==> config.mk <==
export PLATFORM = sky130hd
export DESIGN_NAME = ad_sched_flat
export DESIGN_NICKNAME = d
export VERILOG_FILES = /design/src/rtl/ad_sched_pkg.sv /design/src/rtl/ad_sched_if.sv /design/src/rtl/ad_sched_fifo.sv /design/src/rtl/ad_sched.sv /design/src/flat_wrapper.sv
export SDC_FILE = /design/constraint.sdc
export NUM_CORES = 1
export LEC_CHECK = 0
export ABC_AREA = 1
export CORE_ASPECT_RATIO = 0.9
export CORE_MARGIN = 2
export CORE_UTILIZATION = 36
export CTS_CLUSTER_DIAMETER = 120
export DETAILED_ROUTE_END_ITERATION = 16
export SLEW_MARGIN = 20
export SYNTH_ARGS = -nofsm -noshare
export SYNTH_HDL_FRONTEND = slang
export SYNTH_SLANG_ARGS = --single-unit
==> constraint.sdc <==
create_clock -name clk_sys -period 6.9 [get_ports clk_sys]
set_clock_uncertainty 0.05 [all_clocks]
set_input_delay 1.38 -clock clk_sys [delete_from_list [all_inputs] [get_ports clk_sys]]
set_output_delay 1.38 -clock clk_sys [all_outputs]
set_load 0.01 [all_outputs]
==> src/rtl/ad_sched_pkg.sv <==
// Shared types and defaults for the three-channel ADC sample scheduler.
package ad_sched_pkg;

    localparam int unsigned CH_NUM    = 3;
    localparam int unsigned CH_W_DEF  = 24;
    localparam int unsigned DEPTH_DEF = 2;
    localparam int unsigned CNT_W_DEF = 8;

    typedef enum logic [1:0] {
        CH_AD1 = 2'd0,
        CH_AD2 = 2'd1,
        CH_AD3 = 2'd2
    } ch_tag_e;

    // Successor in the round-robin order; tag 3 is never produced.
    function automatic ch_tag_e next_ch(input ch_tag_e c);
        case (c)
            CH_AD1:  return CH_AD2;
            CH_AD2:  return CH_AD3;
            default: return CH_AD1;
        endcase
    endfunction

endpackage

==> src/rtl/ad_sched_if.sv <==
// Sample-in / scheduled-out bundle between the ADC front ends, the scheduler and the DSP.
interface ad_sched_if
    import ad_sched_pkg::*;
#(
    parameter int unsigned CH_W  = CH_W_DEF,
    parameter int unsigned CNT_W = CNT_W_DEF
);
    logic [CH_W-1:0]  ad1_data;
    logic [CH_W-1:0]  ad2_data;
    logic [CH_W-1:0]  ad3_data;
    logic             ad1_vld;
    logic             ad2_vld;
    logic             ad3_vld;
    logic [2:0]       ch_en;
    logic             clr_ovf;
    logic [CH_W-1:0]  sd_data;
    logic [1:0]       sd_ch;
    logic             sd_vld;
    logic             sd_rdy;
    logic [2:0]       ovf_flag;
    logic [CNT_W-1:0] ovf_cnt1;
    logic [CNT_W-1:0] ovf_cnt2;
    logic [CNT_W-1:0] ovf_cnt3;

    modport master (
        output ad1_data, ad2_data, ad3_data, ad1_vld, ad2_vld, ad3_vld,
        output ch_en, clr_ovf, sd_rdy,
        input  sd_data, sd_ch, sd_vld, ovf_flag, ovf_cnt1, ovf_cnt2, ovf_cnt3
    );

    modport slave (
        input  ad1_data, ad2_data, ad3_data, ad1_vld, ad2_vld, ad3_vld,
        input  ch_en, clr_ovf, sd_rdy,
        output sd_data, sd_ch, sd_vld, ovf_flag, ovf_cnt1, ovf_cnt2, ovf_cnt3
    );

endinterface

==> src/rtl/ad_sched_fifo.sv <==
// Per-channel holding FIFO with flush, plus the channel's saturating drop counter and sticky flag.
module ad_sched_fifo
    import ad_sched_pkg::*;
#(
    parameter int unsigned CH_W  = CH_W_DEF,
    parameter int unsigned DEPTH = DEPTH_DEF,
    parameter int unsigned CNT_W = CNT_W_DEF
) (
    input  logic             clk_sys,
    input  logic             rst,
    input  logic             i_push,
    input  logic             i_pop,
    input  logic             i_flush,
    input  logic             i_clr,
    input  logic [CH_W-1:0]  i_data,
    output logic [CH_W-1:0]  o_data,
    output logic             o_full,
    output logic             o_empty,
    output logic             o_ovf,
    output logic [CNT_W-1:0] o_cnt
);
    localparam int unsigned AW = $clog2(DEPTH);

    logic [CH_W-1:0]  r_mem [DEPTH];
    logic [AW:0]      r_wr;
    logic [AW:0]      r_rd;
    logic [CNT_W-1:0] r_cnt;
    logic             r_ovf;
    logic             w_full;
    logic             w_empty;
    logic             w_rd_en;
    logic             w_wr_en;
    logic             w_drop;

    // Same index with differing wrap bits means the writer has lapped the reader.
    assign w_empty = (r_wr == r_rd);
    assign w_full  = (r_wr[AW] != r_rd[AW]) && (r_wr[AW-1:0] == r_rd[AW-1:0]);
    assign w_rd_en = i_pop & ~w_empty & ~i_flush;
    assign w_wr_en = i_push & ~i_flush & (~w_full | w_rd_en);
    assign w_drop  = i_push & ~i_flush & w_full & ~w_rd_en;

    always_ff @(posedge clk_sys or posedge rst) begin
        if (rst) begin
            r_wr <= '0;
            r_rd <= '0;
        end else if (i_flush) begin
            r_wr <= '0;
            r_rd <= '0;
        end else begin
            if (w_wr_en) r_wr <= r_wr + (AW+1)'(1);
            if (w_rd_en) r_rd <= r_rd + (AW+1)'(1);
        end
    end

    always_ff @(posedge clk_sys) begin
        if (w_wr_en) r_mem[r_wr[AW-1:0]] <= i_data;
    end

    // A clear coinciding with a drop leaves that drop as the first one counted.
    always_ff @(posedge clk_sys or posedge rst) begin
        if (rst) begin
            r_cnt <= '0;
            r_ovf <= 1'b0;
        end else if (i_clr) begin
            r_cnt <= w_drop ? CNT_W'(1) : '0;
            r_ovf <= w_drop;
        end else if (w_drop) begin
            r_ovf <= 1'b1;
            if (r_cnt != '1) r_cnt <= r_cnt + CNT_W'(1);
        end
    end

    assign o_data  = r_mem[r_rd[AW-1:0]];
    assign o_full  = w_full;
    assign o_empty = w_empty;
    assign o_ovf   = r_ovf;
    assign o_cnt   = r_cnt;

endmodule

==> src/rtl/ad_sched.sv <==
// Round-robin merge of three ADC sample streams into one tagged valid/ready stream.
module ad_sched
    import ad_sched_pkg::*;
#(
    parameter int unsigned CH_W  = CH_W_DEF,
    parameter int unsigned DEPTH = DEPTH_DEF,
    parameter int unsigned CNT_W = CNT_W_DEF
) (
    input  logic       clk_sys,
    input  logic       rst,
    ad_sched_if.slave  bus
);
    logic [CH_NUM-1:0] w_vld;
    logic [CH_NUM-1:0] w_push;
    logic [CH_NUM-1:0] w_flush;
    logic [CH_NUM-1:0] w_pop;
    logic [CH_NUM-1:0] w_full;
    logic [CH_NUM-1:0] w_empty;
    logic [CH_NUM-1:0] w_req;
    logic [CH_NUM-1:0] w_ovf;
    logic [CH_W-1:0]   w_din   [CH_NUM];
    logic [CH_W-1:0]   w_fdata [CH_NUM];
    logic [CNT_W-1:0]  w_cnt   [CH_NUM];

    logic              w_load;
    logic              w_grant_vld;
    ch_tag_e           w_grant;
    ch_tag_e           w_c1;
    ch_tag_e           w_c2;

    logic              r_vld;
    logic [CH_W-1:0]   r_data;
    ch_tag_e           r_ch;
    ch_tag_e           r_rr;

    assign w_vld    = {bus.ad3_vld, bus.ad2_vld, bus.ad1_vld};
    assign w_din[0] = bus.ad1_data;
    assign w_din[1] = bus.ad2_data;
    assign w_din[2] = bus.ad3_data;
    assign w_push   = w_vld & bus.ch_en;
    assign w_flush  = ~bus.ch_en;
    assign w_req    = ~w_empty & bus.ch_en;

    for (genvar g = 0; g < CH_NUM; g++) begin : g_ch
        ad_sched_fifo #(
            .CH_W  (CH_W),
            .DEPTH (DEPTH),
            .CNT_W (CNT_W)
        ) u_fifo (
            .clk_sys (clk_sys),
            .rst     (rst),
            .i_push  (w_push[g]),
            .i_pop   (w_pop[g]),
            .i_flush (w_flush[g]),
            .i_clr   (bus.clr_ovf),
            .i_data  (w_din[g]),
            .o_data  (w_fdata[g]),
            .o_full  (w_full[g]),
            .o_empty (w_empty[g]),
            .o_ovf   (w_ovf[g]),
            .o_cnt   (w_cnt[g])
        );
    end

    assign w_load = ~r_vld | bus.sd_rdy;

    // Search rr, rr+1, rr+2 (mod 3) for the first enabled non-empty FIFO.
    always_comb begin
        w_c1        = next_ch(r_rr);
        w_c2        = next_ch(w_c1);
        w_grant     = r_rr;
        w_grant_vld = 1'b1;
        if (w_req[r_rr])      w_grant = r_rr;
        else if (w_req[w_c1]) w_grant = w_c1;
        else if (w_req[w_c2]) w_grant = w_c2;
        else                  w_grant_vld = 1'b0;
        w_pop = '0;
        if (w_load && w_grant_vld) w_pop[w_grant] = 1'b1;
    end

    always_ff @(posedge clk_sys or posedge rst) begin
        if (rst) begin
            r_vld  <= 1'b0;
            r_data <= '0;
            r_ch   <= CH_AD1;
            r_rr   <= CH_AD1;
        end else if (w_load) begin
            r_vld <= w_grant_vld;
            if (w_grant_vld) begin
                r_data <= w_fdata[w_grant];
                r_ch   <= w_grant;
                r_rr   <= next_ch(w_grant);
            end
        end
    end

    always_ff @(posedge clk_sys) begin
        if (!rst) assert ((w_full & w_empty) == '0);
    end

    assign bus.sd_vld   = r_vld;
    assign bus.sd_data  = r_data;
    assign bus.sd_ch    = r_ch;
    assign bus.ovf_flag = w_ovf;
    assign bus.ovf_cnt1 = w_cnt[0];
    assign bus.ovf_cnt2 = w_cnt[1];
    assign bus.ovf_cnt3 = w_cnt[2];

endmodule

==> src/flat_wrapper.sv <==
// flat-port wrapper written by rule: the top's interface ports become plain ports
module ad_sched_flat import ad_sched_pkg::*;
#(
    parameter int unsigned CH_W  = CH_W_DEF,
    parameter int unsigned DEPTH = DEPTH_DEF,
    parameter int unsigned CNT_W = CNT_W_DEF
)
  (clk_sys, rst, bus_ad1_data, bus_ad2_data, bus_ad3_data, bus_ad1_vld, bus_ad2_vld, bus_ad3_vld, bus_ch_en, bus_clr_ovf, bus_sd_rdy, bus_sd_data, bus_sd_ch, bus_sd_vld, bus_ovf_flag, bus_ovf_cnt1, bus_ovf_cnt2, bus_ovf_cnt3);
  ad_sched_if #(.CH_W(CH_W), .CNT_W(CNT_W)) bus_i ();
  input  logic clk_sys;
  input  logic rst;
  input wire logic [$bits(bus_i.ad1_data)-1:0] bus_ad1_data;
  input wire logic [$bits(bus_i.ad2_data)-1:0] bus_ad2_data;
  input wire logic [$bits(bus_i.ad3_data)-1:0] bus_ad3_data;
  input wire logic [$bits(bus_i.ad1_vld)-1:0] bus_ad1_vld;
  input wire logic [$bits(bus_i.ad2_vld)-1:0] bus_ad2_vld;
  input wire logic [$bits(bus_i.ad3_vld)-1:0] bus_ad3_vld;
  input wire logic [$bits(bus_i.ch_en)-1:0] bus_ch_en;
  input wire logic [$bits(bus_i.clr_ovf)-1:0] bus_clr_ovf;
  input wire logic [$bits(bus_i.sd_rdy)-1:0] bus_sd_rdy;
  output wire logic [$bits(bus_i.sd_data)-1:0] bus_sd_data;
  output wire logic [$bits(bus_i.sd_ch)-1:0] bus_sd_ch;
  output wire logic [$bits(bus_i.sd_vld)-1:0] bus_sd_vld;
  output wire logic [$bits(bus_i.ovf_flag)-1:0] bus_ovf_flag;
  output wire logic [$bits(bus_i.ovf_cnt1)-1:0] bus_ovf_cnt1;
  output wire logic [$bits(bus_i.ovf_cnt2)-1:0] bus_ovf_cnt2;
  output wire logic [$bits(bus_i.ovf_cnt3)-1:0] bus_ovf_cnt3;
  assign bus_i.ad1_data = bus_ad1_data;
  assign bus_i.ad2_data = bus_ad2_data;
  assign bus_i.ad3_data = bus_ad3_data;
  assign bus_i.ad1_vld = bus_ad1_vld;
  assign bus_i.ad2_vld = bus_ad2_vld;
  assign bus_i.ad3_vld = bus_ad3_vld;
  assign bus_i.ch_en = bus_ch_en;
  assign bus_i.clr_ovf = bus_clr_ovf;
  assign bus_i.sd_rdy = bus_sd_rdy;
  assign bus_sd_data = bus_i.sd_data;
  assign bus_sd_ch = bus_i.sd_ch;
  assign bus_sd_vld = bus_i.sd_vld;
  assign bus_ovf_flag = bus_i.ovf_flag;
  assign bus_ovf_cnt1 = bus_i.ovf_cnt1;
  assign bus_ovf_cnt2 = bus_i.ovf_cnt2;
  assign bus_ovf_cnt3 = bus_i.ovf_cnt3;
  ad_sched #(.CH_W(CH_W), .DEPTH(DEPTH), .CNT_W(CNT_W)) u_core (.clk_sys(clk_sys), .rst(rst), .bus(bus_i));
endmodule
== After elaboration in Yosys (flattened, before gate mapping) ==
Memories as Yosys holds them, arrays and structs flattened.
Index checks and enable logic that the tools add are counted.

* Flip-flop bits (word level): 68
* RAM bits: 144
* Output and inout port bits: 54
* Memories: 3

* Add/subtract/negate cells: 9
* $lt $le $gt $ge: 6
* Equality and inequality tests: 15
* Multiplexer cells: 57
* Bitwise gates (word level): 40
* Reductions and logical operators: 24

{| class="wikitable"
|+ Memories
! name !! words !! bits a word !! rd ports !! clocked after Yosys merged registers in !! wr ports !! RTL line !! source
|-
| u_core.g_ch[0].u_fifo.r_mem || 2 || 24 || 1 || 0 || 1 || ad_sched_fifo.sv:24 || <nowiki>logic [CH_W-1:0] r_mem [DEPTH];</nowiki>
|-
| u_core.g_ch[1].u_fifo.r_mem || 2 || 24 || 1 || 0 || 1 || ad_sched_fifo.sv:24 ||
|-
| u_core.g_ch[2].u_fifo.r_mem || 2 || 24 || 1 || 0 || 1 || ad_sched_fifo.sv:24 ||
|}

{| class="wikitable"
|+ Operators by type and width
! operator !! count
|-
| 2-to-1 mux 8 bit || 9
|-
| binary-select mux 24 bit (select 2 bit) || 1
|-
| 2-to-1 mux 24 bit || 2
|-
| 2-to-1 mux 2 bit || 15
|-
| adder 8 x 1 -> 8 bit (second input constant) || 3
|-
| != test 8 bit (second input constant) || 3
|-
| nonzero test 2 bit || 12
|-
| 2-to-1 mux 1 bit || 22
|-
| AND 1 bit || 18
|-
| inverter 1 bit || 13
|-
| adder 2 x 1 -> 2 bit (second input constant) || 6
|-
| less-than comparator 2 x 3 -> 1 bit (second input constant) || 4
|-
| case mux 2 bit (2 select lines) || 3
|-
| AND reduction 2 bit || 4
|-
| AND 3 bit || 2
|-
| binary-select mux 1 bit (select 2 bit) || 3
|-
| equality test 2 x 1 -> 1 bit (second input constant) || 3
|-
| equality test 2 bit || 3
|-
| logical NOT 2 bit || 3
|-
| inverter 3 bit || 2
|-
| logical AND 1 bit || 5
|-
| bitwise OR 1 bit || 4
|-
| equality test 1 bit || 3
|-
| >= comparator 3 bit (second input constant) || 1
|-
| other kinds (5) || 7
|}

== Longest topological paths before layout ==
Gate-level depths: netlist (run 1).

* Word-level depth: 20
* Depth in mapped cells: 21

== Hierarchy ==
From an unflattened synthesis (run 1), not the netlist that was laid out.

* Cell total of the unflattened synthesis: 1049
* Area, all modules: 9779.4 µm²

{| class="wikitable"
|+ By module, submodules not included
! module !! times used !! cells an instance !! area each (µm²) !! sequential area each (µm²)
|-
| ad_sched_fifo || 3 || 249 || 2577.5 || 1766.7
|-
| ad_sched || 1 || 302 || 2047.0 || 725.7
|}

== Worst setup path before layout (run 1) ==
No wires, ideal clock.

* Path kind: input -> register
* Start: in bus_ch_en[2]
* End: mem u_core.g_ch[0].u_fifo.r_mem[1][0] in the netlist's numbering (enable)
* Setup time: 0.405 ns
* Arrival: 3.539 ns
* Data required time: 6.445 ns
* Path slack: 2.906 ns
* Stages: 13
* Path buffers: 1
* Cell sequence: clkbuf_1 nand2_2 nand2_2 nand3_2 nand2_1 nand2_1 nand2_1 nand2_2 nor2_1 nand2_2 nand2_1 nand2_1 nor2_1

* Word-level cells in the longest chain between the ends: 17
* Elaborated cells between the ends (all ways): 26
* Classes of those cells: 2 x order compare; 17 x mux; 5 x bitwise; 2 x reduce/logical

{| class="wikitable"
|+ Ends and longest elaborated chain
! item !! RTL line !! source
|-
| from (decl) || flat_wrapper.sv:18 || <nowiki>input wire logic [$bits(bus_i.ch_en)-1:0] bus_ch_en;</nowiki>
|-
| AND 3 bit (*) || ad_sched.sv:42 || <nowiki>assign w_req = ~w_empty & bus.ch_en;</nowiki>
|-
| binary-select mux 1 bit (select 2 bit) || ad_sched.sv:75 || <nowiki>else if (w_req[w_c2]) w_grant = w_c2;</nowiki>
|-
| 2-to-1 mux 1 bit (implied by the code) || ad_sched.sv:75 ||
|-
| 2-to-1 mux 2 bit || ad_sched.sv:75 ||
|-
| 2-to-1 mux 2 bit || ad_sched.sv:74 || <nowiki>else if (w_req[w_c1]) w_grant = w_c1;</nowiki>
|-
| 2-to-1 mux 2 bit || ad_sched.sv:73 || <nowiki>if (w_req[r_rr]) w_grant = r_rr;</nowiki>
|-
| less-than comparator 2 x 3 -> 1 bit (implied by the code) / >= comparator 2 x 1 -> 1 bit (equally long branches) || ad_sched.sv:78 || <nowiki>if (w_load && w_grant_vld) w_pop[w_grant] = 1'b1;</nowiki>
|-
| logical AND 1 bit (implied by the code) || ad_sched.sv:78 ||
|-
| 2-to-1 mux 1 bit (implied by the code) || ad_sched.sv:78 ||
|-
| demux 1 bit (select 2 bit) || -- ||
|-
| 2-to-1 mux 3 bit (*) || ad_sched.sv:78 ||
|-
| AND 1 bit (*) (2 in series) || ad_sched_fifo.sv:38 || <nowiki>assign w_rd_en = i_pop & ~w_empty & ~i_flush;</nowiki>
|-
| bitwise OR 1 bit (*) || ad_sched_fifo.sv:39 || <nowiki>assign w_wr_en = i_push & ~i_flush & (~w_full | w_rd_en);</nowiki>
|-
| AND 1 bit (*) || ad_sched_fifo.sv:39 ||
|-
| 2-to-1 mux 1 bit (*) || ad_sched_fifo.sv:56 || <nowiki>if (w_wr_en) r_mem[r_wr[AW-1:0]] <= i_data;</nowiki>
|-
| 2-to-1 mux 1 bit (implied by the code) (*) || ad_sched_fifo.sv:56 ||
|-
| to (decl) || ad_sched_fifo.sv:24 ||
|}

Mark *: on every way between the ends. The rest lies on a longest branch, timed or not. The select of a mux whose other input is x is not followed.

== Final worst setup path (run 1) ==
* Start: in bus_ch_en[0]
* End: mem u_core.g_ch[0].u_fifo.r_mem[0][10] in the netlist's numbering (enable)

* Word-level cells in the longest chain between the ends: 17
* Elaborated cells between the ends (all ways): 30
* Classes of those cells: 2 x order compare; 17 x mux; 9 x bitwise; 2 x reduce/logical

{| class="wikitable"
|+ Ends and longest elaborated chain
! item !! RTL line
|-
| AND 3 bit || ad_sched.sv:42
|-
| binary-select mux 1 bit (select 2 bit) || ad_sched.sv:75
|-
| 2-to-1 mux 1 bit (implied by the code) || ad_sched.sv:75
|-
| 2-to-1 mux 2 bit || ad_sched.sv:75
|-
| 2-to-1 mux 2 bit || ad_sched.sv:74
|-
| 2-to-1 mux 2 bit || ad_sched.sv:73
|-
| less-than comparator 2 x 3 -> 1 bit (implied by the code) / >= comparator 2 x 1 -> 1 bit (equally long branches) || ad_sched.sv:78
|-
| logical AND 1 bit (implied by the code) || ad_sched.sv:78
|-
| 2-to-1 mux 1 bit (implied by the code) || ad_sched.sv:78
|-
| demux 1 bit (select 2 bit) || --
|-
| 2-to-1 mux 3 bit || ad_sched.sv:78
|-
| AND 1 bit (2 in series) || ad_sched_fifo.sv:38
|-
| bitwise OR 1 bit || ad_sched_fifo.sv:39
|-
| AND 1 bit (*) || ad_sched_fifo.sv:39
|-
| 2-to-1 mux 1 bit (*) || ad_sched_fifo.sv:56
|-
| 2-to-1 mux 1 bit (implied by the code) (*) || ad_sched_fifo.sv:56
|}

Marked as above.

==> results of run 1 <==
## state kept, by name, indices dropped and copies added, names as in the netlist
signal and count:
u_core.bus.sd_data 24, u_core.g_ch.u_fifo.o_ovf 3, u_core.g_ch.u_fifo.r_wr 6, u_core.g_ch.u_fifo.r_rd 6, u_core.bus.sd_ch 2, u_core.g_ch.u_fifo.r_mem 144, u_core.r_rr 2, u_core.bus.sd_vld 1
u_core.g_ch.u_fifo.o_cnt 24
## cells by family after synthesis
kind of cell / Yosys count / share of synthesized area
DFF: 212 / 0.6393
adders and majority gates: 3 / 0.003983
xor gates and xnor gates: 17 / 0.01580
and+or+nand+nor: 511 / 0.2433
AOI/OAI and AO/OA: 78 / 0.05323
buffers and inverters: 85 / 0.04434
## worst reg2reg max path, cell delays in order, from the launching register on
cell,delay [ps]
dfrtp_1,930
inv_4,290
nand2_2,140
nand2_1,70
nand2_2,90
nand2_2,80
nand2_2,100
nand3_2,100
nand2_1,80
nand2_1,50
nand2_1,70
nand2_2,430
nor2_1,340
nand2_2,160
nand2_1,130
nand3_1,100
inv_1,740
## layout make-up
cell class / instances / area share
multi-input cells: 609 / 0.2553
well taps: 348 / 0.03706
clock buffers: 29 / 0.04910
flip-flops and latches: 212 / 0.5129
inverters: 46 / 0.01598
clock inverters: 11 / 0.009479
repair buffers: 143 / 0.1201
## where the power goes
part	switching, uW	leakage [uW]	internal (uW)
combinational	1080	0.00225	582
sequential	137	0.00222	1560
clock	484	0.000336	665
## cell usage in the layout, fill, tap and decap left out, types with 3 or more instances in the layout
master,n
a21oi_1,24
buf_4,8
clkbuf_1,7
clkbuf_16,22
clkdlybuf4s50_1,135
clkinv_1,4
clkinv_2,4
dfrtp_1,68
edfxtp_1,144
ha_1,3
inv_1,34
inv_2,7
inv_4,4
nand2_1,337
nand2_2,23
nand2_4,4
nand3_1,59
nand3_2,4
nand4_1,7
nor2_1,25
nor2_2,5
nor2_4,4
nor3_1,3
o211ai_1,32
o21ai_0,12
o21ai_2,7
or2_2,34
xor2_1,15
## synth_stat cells (2+ instances only)
cell / n / share of area
a21oi_1: 24 / 0.013
buf_2: 4 / 0.0021
buf_4: 8 / 0.0064
buf_6: 5 / 0.0060
clkbuf_1: 20 / 0.0080
dfrtp_1: 68 / 0.18
edfxtp_1: 144 / 0.46
ha_1: 3 / 0.0040
inv_1: 35 / 0.014
inv_2: 6 / 0.0024
inv_4: 4 / 0.0027
nand2_1: 337 / 0.13
nand2_2: 23 / 0.015
nand2_4: 4 / 0.0048
nand3_1: 59 / 0.031
nand3_2: 4 / 0.0042
nand4_1: 7 / 0.0046
nor2_1: 30 / 0.012
nor2_4: 3 / 0.0036
nor3_1: 3 / 0.0016
nor3b_1: 2 / 0.0016
o211ai_1: 32 / 0.025
o21ai_0: 12 / 0.0064
o21ai_2: 7 / 0.0065
o21bai_1: 2 / 0.0016
or2_2: 34 / 0.023
xnor2_1: 2 / 0.0019
xor2_1: 15 / 0.014
## through the flow
stage	hold WS (ps)	worst slack, ps	power, uW
after floorplan	400.3	2906	2919
after global placement	428.5	1968	3406
after detailed placement	429.8	1921	3416
after CTS	446.5	2451	4578
after global routing	476.9	2133	4829
final	447.1	2461	4513
## how the worst max path moves through the flow
stage | startpoint | endpoint | cells past startpoint
2_1_floorplan | bus_ch_en[2] | u_core.g_ch[0].u_fifo.r_mem[1][0] | 13
3_3_place_gp | bus_ch_en[0] | u_core.g_ch[1].u_fifo.r_mem[0][15] | 12
3_5_place_dp | bus_ch_en[0] | u_core.g_ch[0].u_fifo.r_mem[0][0] | 13
4_1_cts | bus_ch_en[0] | u_core.g_ch[0].u_fifo.r_mem[0][10] | 13
5_1_grt | u_core.g_ch[0].u_fifo.r_rd[0] | u_core.g_ch[0].u_fifo.r_mem[0][10] | 16
6_report | bus_ch_en[0] | u_core.g_ch[0].u_fifo.r_mem[0][10] | 13
## routing by layer
metal  part of all wire  global-route usage  wire length (um)  up-vias
met3              0.050             0.02585              1078       27
met1               0.45              0.2062              9593     3134
li1                   -                   -                 -     3272
met5                  0                   0                 0        -
met2               0.48              0.2680             10280      173
met4              0.019             0.03532               412        0
==> impl_metrics.tcl, run 1 <==
set metrics [dict create \
    run_status "finished clean" \
    critPathKind "in -> reg" \
    dr.first_iter.drc_count 423 \
    die_w_um 174.6 \
    drt_drc_violations_left 0 \
    ys_dominant_reg_cell "edfxtp_1" \
    ioPinCount 136 \
    async_s_r_ff_share_synth 0.3208 \
    timing.critical_path.arrival_ps 4520 \
    detail_route.wl_per_cell_um 15.28 \
    critical_path_maximum_fanout 29 \
    detail_route.wirelength_um 21370 \
    setup_viol_count_final 0 \
    design_area_mm2 0.01175 \
    gp_congestion 0.8319 \
    cts_tree "done" \
    synth_edf_count 144 \
    fin_cells 1398 \
    syn_avg_cell_area_um2 10.40 \
    hold_viol 0 \
    cts_setup_buffers 0 \
    cts_resized 0 \
    worstPathRequired_ps 6980 \
    vias_per_cell 4.725 \
    core-area_mm2 0.02592 \
    worst_r2r_endpoint "u_core.g_ch[0].u_fifo.r_mem[0][10]" \
    path_delay_family "simple AND/OR/NAND/NOR gates" \
    timing.final.crit_period_ps 4439 \
    max_freq_ghz 0.2253 \
    insertedDiodeCount 0 \
    postRouteAntennaNets 0 \
    maxCapViolations 0 \
    final.period_utilization 0.6433 \
    port_buffers 135 \
    yosysWarningCount 0 \
    track_usage 0.1553 \
    syn_nets 991 \
    clk_lat_worst_skew_ps 510 \
    globalRouteOverflowTotal 0 \
    initial_antenna_violation_count 0 \
    rsz0062_at_grt "false" \
    finalCoreUtilization 0.4531 \
    worstPathBufferInverterCount 2 \
    cts_max_level 1 \
    worst_hold_path.num_cells 2 \
    max-slew-margin-rel 0.3116 \
    initial_utilization 0.3636 \
    worst_setup_hold_path_clk_slew_ps 70 \
    multi_input_comb_area_mm2 0.002999 \
    dp_area_mm2 0.01106 \
    critical_path.max_stage_delay_ps 740 \
    ff2ff_setup_slack_ps 2550 \
    postSynthRegisterBits 212 \
    max_slew.worst_pin.slew_ps 1031 \
    clock_sink_count 212 \
    place.detailed.hpwl_um 14750 \
    holdCritPathClass "reg -> reg" \
    synth_cells 906 \
    yosysSeqAreaShare 0.6393 \
    power_per_cell_area_mw_per_mm2 384.1 \
    start_kind "input port" \
    flow.area_growth_from_synthesis_pct 24.64 \
    syn_area_mm2 0.009425 \
    p_leak_uw 0.004809 \
    cts_inserted_buffers 22 \
    timing.critical_path.slowest_stage_cell "inv_1" \
    netlist-cell-type-count 37 \
    setup_total_negative_slack_ps 0 \
    pin_count_of_the_biggest_net_entering_global_routing 69 \
    hold-path-endpoint "u_core.bus.sd_data[21]" \
    clock-root-buffer "clkbuf_16" \
    layout.area.seq_mm2 0.006026 \
    worst_r2r_startpoint "u_core.g_ch[0].u_fifo.r_rd[0]" \
    drive_gt1_frac 0.1267 \
    post-place-cells 1358 \
    die_area_mm2 0.02749 \
    path_cells "clkdlybuf4s50_1 > nand2_2 > nand2_2 > nand3_2 > nand2_1 > nand2_1 > nand2_1 > nand2_2 > nor2_1 > nand2_2 > nand2_1 > nand3_1 > inv_1" \
    type_of_element_capturing_the_critical_path "flip-flop" \
    detailedRoute.firstPassIterationCount 4 \
    grt_pass1_vias 6407 \
    final_net_count 1119 \
    power.ir.vdd_worst_mv 0.2138 \
    floorplan.die.height_um 157.5 \
    worstHoldStart "u_core.bus.sd_data[21]" \
    ff2ff_path_depth 16 \
    grt_first_pass_wirelength_um 33580 \
    fillCellCount 2457 \
    dr_total_vias 6606 \
    final-max-slew-violation-count 0 \
    longest_clk_path_bufs 3 \
    fp-row-count 56 \
    cts-hold-fix-buffers 0 \
]
(Power assumes the default switching activity.)
==> inputs of run 2 (changes only) <==
clock period = 4.3 ns   (was 6.9 ns; I/O delays follow)
==> impl_metrics.tcl, run 2 (synthesis results as in run 1) <==
set metrics [dict create \
    run_status "finished clean" \
    final_cell_mix "337 x nand2_1, 144 x edfxtp_1, 135 x clkdlybuf4s50_1" \
    critical_path_maximum_fanout 26 \
    setup_total_negative_slack_ps 0 \
    design_area_mm2 0.01195 \
    flow.area_growth_from_synthesis_pct 26.82 \
    grt_pass1_vias 6301 \
    insertedDiodeCount 0 \
    timing.critical_path.arrival_ps 3290 \
    longest_clk_path_bufs 3 \
    worst_setup_hold_path_clk_slew_ps 60 \
    max_slew.worst_pin.slew_ps 835.8 \
    drive_gt1_frac 0.1371 \
    place.detailed.hpwl_um 14920 \
    start_kind "flip-flop" \
    cts_setup_buffers 0 \
    cts_inserted_buffers 23 \
    gp_congestion 0.7768 \
    cts_max_level 1 \
    cts_tree "done" \
    final_net_count 1126 \
    grt_first_pass_wirelength_um 34130 \
    final.period_utilization 0.7345 \
    final-max-slew-violation-count 0 \
    detail_route.wirelength_um 21780 \
    clock_sink_count 212 \
    critPathKind "reg -> reg" \
    power.ir.vdd_worst_mv 0.4550 \
    drt_drc_violations_left 0 \
    setup_slack_ps 1142 \
    worstPathRequired_ps 4430 \
    type_of_element_capturing_the_critical_path "flip-flop" \
    hold_slack_ps 433.3 \
    dr.first_iter.drc_count 446 \
    finalCoreUtilization 0.4611 \
    max_freq_ghz 0.3166 \
    preCtsSetupSlack_ps 732.3 \
    detailedRoute.firstPassIterationCount 4 \
    dp_area_mm2 0.01110 \
    floorplan.die.height_um 157.5 \
    clock-root-buffer "clkbuf_16" \
    fp-row-count 56 \
    max-slew-margin-rel 0.4422 \
    die_w_um 174.6 \
    p_leak_uw 0.004920 \
    detail_route.wl_per_cell_um 15.49 \
    initial_antenna_violation_count 0 \
    die_area_mm2 0.02749 \
    pin_count_of_the_biggest_net_entering_global_routing 48 \
    holdCritPathClass "reg -> reg" \
    cts_resized 0 \
    hold_viol 0 \
    cts-hold-fix-buffers 0 \
    setup_viol_count_final 0 \
    maxCapViolations 0 \
    track_usage 0.1577 \
    globalRouteOverflowTotal 0 \
    dr_total_vias 6674 \
    port_buffers 135 \
    timing.final.crit_period_ps 3159 \
    largest_register_ff_count 144 \
    power_per_cell_area_mw_per_mm2 642.2 \
    initial_utilization 0.3636 \
    vias_per_cell 4.747 \
    postRouteAntennaNets 0 \
    clk_lat_worst_skew_ps 520 \
    layout_commonest_cell "nand2_1" \
    rsz0062_at_grt "false" \
    ioPinCount 136 \
    core-area_mm2 0.02592 \
]
[run 2: metal layers]
| layer | track usage | share of wire | vias up |
|---|---|---|---|
| met2 | 0.2651 | 0.48 | 201 |
| met5 | 0 | 0 | - |
| li1 | - | - | 3294 |
| met3 | 0.02729 | 0.059 | 31 |
| met4 | 0.03929 | 0.020 | 0 |
| met1 | 0.2132 | 0.44 | 3148 |
[run 2: final timing paths]
check	slack [ps]	cells past startpoint	from	to
worst max-delay path	1140	18	u_core.g_ch[1].u_fifo.r_rd[0]	u_core.g_ch[0].u_fifo.r_mem[1][17]
worst min-delay path	430	2	u_core.g_ch[0].u_fifo.o_ovf	u_core.g_ch[0].u_fifo.o_ovf
worst max register to register	1140	18	u_core.g_ch[1].u_fifo.r_rd[0]	u_core.g_ch[0].u_fifo.r_mem[1][17]
min in group asynchronous	760	2	rst	u_core.g_ch[1].u_fifo.o_cnt[2]
max in group asynchronous	2670	3	rst	u_core.bus.sd_data[6]
worst min register to register	430	2	u_core.g_ch[0].u_fifo.o_ovf	u_core.g_ch[0].u_fifo.o_ovf
[run 2: power by group]
| part | total (uW) | switching (uW) | internal (uW) |
|---|---|---|---|
| logic | 2770 | 1810 | 962 |
| clock network | 2220 | 815 | 1400 |
| registers | 2690 | 181 | 2510 |
[run 2: area by class of cell]
type	count	area (um^2)
clock buffers	25	583.1
clock inverters	17	269.0
fillers	2468	13970
inverters	46	188.9
multi-input cells	609	2994
flip-flops and latches	212	6026
well taps	348	435.4
repair buffers	149	1456
[run 2: metrics by stage]
| step | std cells | total power [uW] |
|---|---|---|
| 5_1_grt | 1406 | 8188 |
| 4_1_cts | 1406 | 7792 |
| 3_3_place_gp | 1364 | 5508 |
| 3_5_place_dp | 1364 | 5544 |
| 2_1_floorplan | 906 | 4683 |
| 6_report | 1406 | 7676 |
[run 2: critical path, cell delays in order (launching register included)]
cell,delay (ps)
dfrtp_1,470
buf_4,300
inv_4,170
nand2_2,100
nand2_1,60
nand2_2,80
nand2_2,80
nand2_2,100
inv_1,40
o21ai_0,160
nand2_1,70
nand2_1,70
nand2_2,80
nand2_4,170
nand2_2,150
nand2_1,130
nand2_1,100
nor2_2,90
buf_4,320
